## config.mk

```make
export PLATFORM = sky130hd
export DESIGN_NAME = uart_pkt_parser
export DESIGN_NICKNAME = d
export VERILOG_FILES = /design/src/rtl/uart_pkt_parser.sv
export SDC_FILE = /design/constraint.sdc
export NUM_CORES = 1
export LEC_CHECK = 0
export CAP_MARGIN = 20
export CELL_PAD_IN_SITES_DETAIL_PLACEMENT = 0
export CELL_PAD_IN_SITES_GLOBAL_PLACEMENT = 1
export CORE_AREA = 2 2 127 141
export CTS_BUF_LIST = sky130_fd_sc_hd__clkbuf_2
export DETAILED_ROUTE_END_ITERATION = 10
export DIE_AREA = 0 0 129 143
export GPL_TIMING_DRIVEN = 0
export PLACE_DENSITY = 0.81
export SETUP_SLACK_MARGIN = 0.1
export SLEW_MARGIN = 20
export SYNTH_ARGS = -nofsm -noshare
export SYNTH_HDL_FRONTEND = slang
export SYNTH_SLANG_ARGS = --single-unit
```

## constraint.sdc

```tcl
create_clock -name i_Clock -period 3.52 [get_ports i_Clock]
set_input_delay 1.056 -clock i_Clock [delete_from_list [all_inputs] [get_ports i_Clock]]
set_output_delay 1.056 -clock i_Clock [all_outputs]
set_load 0.01 [all_outputs]
```

## src/rtl/uart_pkt_parser.sv

```systemverilog
// Framed packet parser for a UART byte stream: SYNC, LEN, payload, CHK.
// A checked packet is held in a buffer until the consumer acknowledges it.
module uart_pkt_parser #(
  parameter logic [7:0] SYNC_BYTE    = 8'hA5,
  parameter int         MAX_LEN      = 16,
  parameter int         TIMEOUT_CLKS = 100000
) (
  input  logic       i_Clock,
  input  logic       i_Reset,
  input  logic       i_Rx_DV,
  input  logic [7:0] i_Rx_Byte,
  output logic       o_Pkt_Valid,
  output logic [7:0] o_Pkt_Len,
  input  logic       i_Pkt_Ack,
  input  logic [7:0] i_Rd_Addr,
  output logic [7:0] o_Rd_Data,
  output logic       o_Err,
  output logic [1:0] o_Err_Code,
  output logic       o_Overrun
);

  localparam int AW = (MAX_LEN > 1) ? $clog2(MAX_LEN) : 1;
  localparam int TW = (TIMEOUT_CLKS > 2) ? $clog2(TIMEOUT_CLKS) : 1;
  localparam logic [8:0]    MAX_LEN_W = 9'(MAX_LEN);
  localparam logic [TW-1:0] TMO_LAST  = TW'(TIMEOUT_CLKS - 1);

  typedef enum logic [2:0] {S_HUNT, S_LEN, S_PAYLOAD, S_CHK, S_HOLD} state_t;

  state_t        state_q;
  logic [7:0]    len_q;
  logic [7:0]    sum_q;
  logic [7:0]    idx_q;
  logic [7:0]    pkt_len_q;
  logic          valid_q;
  logic          err_q;
  logic [1:0]    err_code_q;
  logic          overrun_q;
  logic [TW-1:0] tmo_q;
  logic [7:0]    rd_data_q;
  logic [7:0]    buf_mem [2**AW];

  logic wr_en;
  logic len_ok;
  logic last_byte;
  logic rd_in_range;

  assign wr_en       = (state_q == S_PAYLOAD) && i_Rx_DV;
  assign len_ok      = (i_Rx_Byte != 8'd0) && ({1'b0, i_Rx_Byte} <= MAX_LEN_W);
  assign last_byte   = (idx_q == len_q - 8'd1);
  assign rd_in_range = ({1'b0, i_Rd_Addr} < MAX_LEN_W);

  // Payload storage: no reset so it maps onto block RAM.
  always_ff @(posedge i_Clock) begin
    if (wr_en) begin
      buf_mem[idx_q[AW-1:0]] <= i_Rx_Byte;
    end
  end

  always_ff @(posedge i_Clock) begin
    if (i_Reset) begin
      rd_data_q <= 8'h00;
    end else if (rd_in_range) begin
      rd_data_q <= buf_mem[i_Rd_Addr[AW-1:0]];
    end else begin
      rd_data_q <= 8'h00;
    end
  end

  always_ff @(posedge i_Clock) begin
    if (i_Reset) begin
      state_q    <= S_HUNT;
      len_q      <= 8'd0;
      sum_q      <= 8'd0;
      idx_q      <= 8'd0;
      pkt_len_q  <= 8'd0;
      valid_q    <= 1'b0;
      err_q      <= 1'b0;
      err_code_q <= 2'd0;
      overrun_q  <= 1'b0;
      tmo_q      <= '0;
    end else begin
      err_q     <= 1'b0;
      overrun_q <= 1'b0;
      case (state_q)
        S_HUNT: begin
          tmo_q <= '0;
          if (i_Rx_DV && (i_Rx_Byte == SYNC_BYTE)) begin
            state_q <= S_LEN;
          end
        end
        S_LEN, S_PAYLOAD, S_CHK: begin
          // A strobe always wins over an expiring inter-byte timer.
          if (i_Rx_DV) begin
            tmo_q <= '0;
            case (state_q)
              S_LEN: begin
                if (len_ok) begin
                  len_q   <= i_Rx_Byte;
                  sum_q   <= i_Rx_Byte;
                  idx_q   <= 8'd0;
                  state_q <= S_PAYLOAD;
                end else begin
                  err_q      <= 1'b1;
                  err_code_q <= 2'd1;
                  state_q    <= S_HUNT;
                end
              end
              S_PAYLOAD: begin
                sum_q <= sum_q + i_Rx_Byte;
                idx_q <= idx_q + 8'd1;
                if (last_byte) begin
                  state_q <= S_CHK;
                end
              end
              default: begin
                if (i_Rx_Byte == sum_q) begin
                  pkt_len_q <= len_q;
                  valid_q   <= 1'b1;
                  state_q   <= S_HOLD;
                end else begin
                  err_q      <= 1'b1;
                  err_code_q <= 2'd2;
                  state_q    <= S_HUNT;
                end
              end
            endcase
          end else if (tmo_q == TMO_LAST) begin
            tmo_q      <= '0;
            err_q      <= 1'b1;
            err_code_q <= 2'd3;
            state_q    <= S_HUNT;
          end else begin
            tmo_q <= tmo_q + 1'b1;
          end
        end
        S_HOLD: begin
          tmo_q <= '0;
          if (i_Rx_DV) begin
            overrun_q <= 1'b1;
          end
          if (i_Pkt_Ack) begin
            valid_q <= 1'b0;
            state_q <= S_HUNT;
          end
        end
        default: state_q <= S_HUNT;
      endcase
    end
  end

  assign o_Pkt_Valid = valid_q;
  assign o_Pkt_Len   = pkt_len_q;
  assign o_Rd_Data   = rd_data_q;
  assign o_Err       = err_q;
  assign o_Err_Code  = err_code_q;
  assign o_Overrun   = overrun_q;

endmodule

```

==> results.ini <==
[outcome]
status=complete, no violations

[synth]
synth_xor_area_share_pct=2.40
synth_top_cell_by_area=edfxtp_1
netlist_instances=593
synth-compound-area-share_pct=7.50
async_flop_share_pct=0
synthAdderAreaFrac_pct=2.18
synth-edff-count=128
yosysMostFrequentCell=edfxtp_1
yosys_warnings=0
yosys.area.top_type_share_pct=45.8
synth.cell_area_um2=8390
synth.avg_cell_area_um2=14.2
synth-seq-cells=193
synth_area_leaders=edfxtp_1, dfxtp_1, mux4_2
synthMuxAreaShare_pct=12.5
synth_ff_type=edfxtp_1
synth_top_family_by_area=multiplexers
syn_nets=627
synthSimpleGateAreaFrac_pct=11.2
yosysSeqAreaShare_pct=61.3
yosys-top-cells-count=edfxtp_1, dfxtp_1, nor2_1
synth_cell_type_count=64

[cells_and_area]
multi_input_area_um2=3010
syn2layout_area_growth_pct=10.7
fill_cells=1420
design_area_um2=9290
regArea_um2=5140
nNetsFinal=682
stdcell_count=896
drive_gt1_share_pct=16.0

[global_routing]
grt_max_degree=22
gr-total-overflow=0
grt_pass1_vias=5230
grt_pass1_wl_um=29000
antenna_found_initial=1
grt.total_usage_pct=21.1

[hold_path]
hold_end=sum_q[5]$_SDFFE_PP0P_
hold_start=sum_q[5]$_SDFFE_PP0P_
hold_path_depth=2
hold_class=register to register

[critical_path]
cp-end-kind=register
cpLargestDelayFamily=buffers and inverters
reg2regPathDepth=6
r2r-end=buf_mem[5][6]$_DFFE_PP_
critical_path_buf_inv_count=2
r2r_slack_ps=1040
r2r_start=state_q[2]$_SDFFE_PP0P_
critPathLaunch=i_Rx_Byte[0]
crit_arrival_ps=3890
crit_type=input port to register
max_stage_delay_ps=1030
required_ps=4200
slowest_stage=clkdlybuf4s50_1
worstSetupStartpointType=input port
worstPathMaxFanout=21
path_cells=clkdlybuf4s50_1 -> ha_1 -> nor4_1 -> nand2_1 -> nor4_2 -> and4_1 -> buf_4 -> mux2i_1 -> nor2_1

[clocking]
cts_inserted_buffers=17
cts_setup_buffers=0
clkTransAtPathRegs_ps=270
worstSkewPairLatency_ps=770
ctsHoldBuffers=0
cts_max_level=4
cts_max_path_buffers=2
cts.sinks=193
cts_tree=yes
cts_root_buf=clkbuf_2

[pwr]
clockPowerShare_pct=28.5
p_int_uw=2850
pwr-share-seq_pct=65.0
vdd_drop_max_mv=0.164
p_sw_share_pct=23.5
switchingPower_uw=875
powerDensity_nw_per_um2=402
p_leak_uw=0.00296
power_frac_comb_pct=6.5
fin_total_pwr_uw=3730

[placed_design]
io_buffer_count=35
gp_congestion=0.894
placedCellCount=863
place_area_um2=9050
dp_hpwl_um=12500

[floorplanning]
io_pins=41
die_x_um=129
start_util_pct=49.5
row_count=50
core-area_um2=17000
die_h_um=143
die_area_um2=18400

[sta]
rsz0062_at_grt=no
setup_viol=0
fin_crit_sh_pct=91.2
worst_pin_slew_ps=1030
final_hold_viol_count=0
fin_setup_tns_ps=0
fin_worst_skew_ps=31.3
drv_slew=0
slew_headroom_pct=31.2
timing.final.crit_period_ps=3210
fmax_mhz=312

[route]
met1_length_um=7670
vias_per_cell=5.71
highest_layer=met4
wl_met2_um=9260
avgRoutedWirePerCell_um=20.1
finalWirelength_um=18100
met3_length_um=692
vias=5112
drc_errors=0
drt_iter0_markers=399
postRouteAntennaNets=0
dr.pass1.iters=5

[flow_run]
cap_viol_max_count=0

[worst reg2reg max path: cells and delay by family (launching register included)]
kind	cells	cell delay, ps
buffers and inverters	1	240
AND/OR/NAND/NOR	5	1530
flip-flops	1	370
[per-stage QoR]
step | hold WS [ps] | setup slack, ps | utilization (%)
final | 482 | 311 | 54.8
after CTS | 488 | 244 | 54.8
after detailed placement | 461 | -632 | 53.4
after global placement | 448 | -551 | 53.3
after global routing | 521 | 103 | 54.8
after floorplan | 436 | 473 | -
[how the worst max path moves through the flow]
stage / depth (start not counted) / to / slack (ps)
floorplan: 6 / buf_mem[3][0]$_DFFE_PP_ / 470
global placement: 9 / o_Pkt_Len[2]$_SDFFE_PP0P_ / -550
detailed placement: 9 / o_Pkt_Len[3]$_SDFFE_PP0P_ / -630
CTS: 9 / o_Pkt_Len[3]$_SDFFE_PP0P_ / 240
global route: 9 / o_Pkt_Len[2]$_SDFFE_PP0P_ / 100
finish: 9 / o_Pkt_Len[3]$_SDFFE_PP0P_ / 310
[power by group through the flow]
stage / sequential [uW] / clock (uW) / combinational, uW
3_5_place_dp: 2470 / 0 / 245
4_1_cts: 2420 / 1090 / 246
3_3_place_gp: 2470 / 0 / 237
5_1_grt: 2430 / 1170 / 263
6_report: 2420 / 1060 / 242
2_1_floorplan: 2470 / 0 / 147
[sequential cells by signal (all words and copies together), names as in the netlist]
| signal | count |
|---|---|
| len_q | 8 |
| o_Rd_Data | 8 |
| buf_mem | 128 |
| tmo_q | 17 |
| o_Overrun | 1 |
| o_Err | 1 |
| o_Pkt_Valid | 1 |
| state_q | 3 |
| o_Pkt_Len | 8 |
| sum_q | 8 |
| o_Err_Code | 2 |
| idx_q | 8 |
[repair_timing]
item	4_1_cts	5_1_grt
setup endpoints to repair	0	8
resized for setup	0	1
endpoints found under the hold margin	0	0
[cell type report]
class                           count  share of cell area [%]
Sequential cell                   193                    55.4
Clock inverter                     13                    1.47
Multi-Input combinational cell    353                    32.4
Clock buffer                       19                    1.02
Inverter                           16                   0.647
Timing Repair Buffer               36                    3.85
Buffer                             31                    1.99
Antenna cell                        1                  0.0269
Tap cell                          234                    3.15
[metal layers]
layer,up-vias,global-route usage (%)
met2,150,36.5
met5,-,0
met4,0,8.07
li1,2394,-
met3,35,3.56
met1,2533,26.7
[kinds of logic after synthesis]
kind of cell | Yosys count
multiplexers | 55
AND/OR/NAND/NOR | 175
XOR/XNOR | 23
AO/OA/AOI/OAI | 86
buffers and inverters | 47
flip-flops | 193
adder cells (fa/ha/maj) | 14
[placed cells by master (no fill, tap or decap), drive strengths merged, types with 3 or more instances in the layout]
cell           netlist  routed
nand4                7       7
clkinv               0       3
nor3                10      10
ha                  13      13
clkbuf               9      28
edfxtp             128     128
xnor2               17      17
a21oi               30      30
nand2b               7       7
clkinvlp             0       6
clkdlybuf4s50        0      34
a41oi                4       4
and3                 9       9
a211oi               7       7
mux4                40      40
dfxtp               65      65
a311oi              18      18
inv                 16      18
nand2               36      36
nand3               14      14
nor2                46      46
nor4                 8       8
o21ai                8       8
xor2                 6       6
and2                12      12
mux2i               14      14
buf                 22      23
nor2b               10      10
Note: power is estimated with default switching activity, not from simulation.
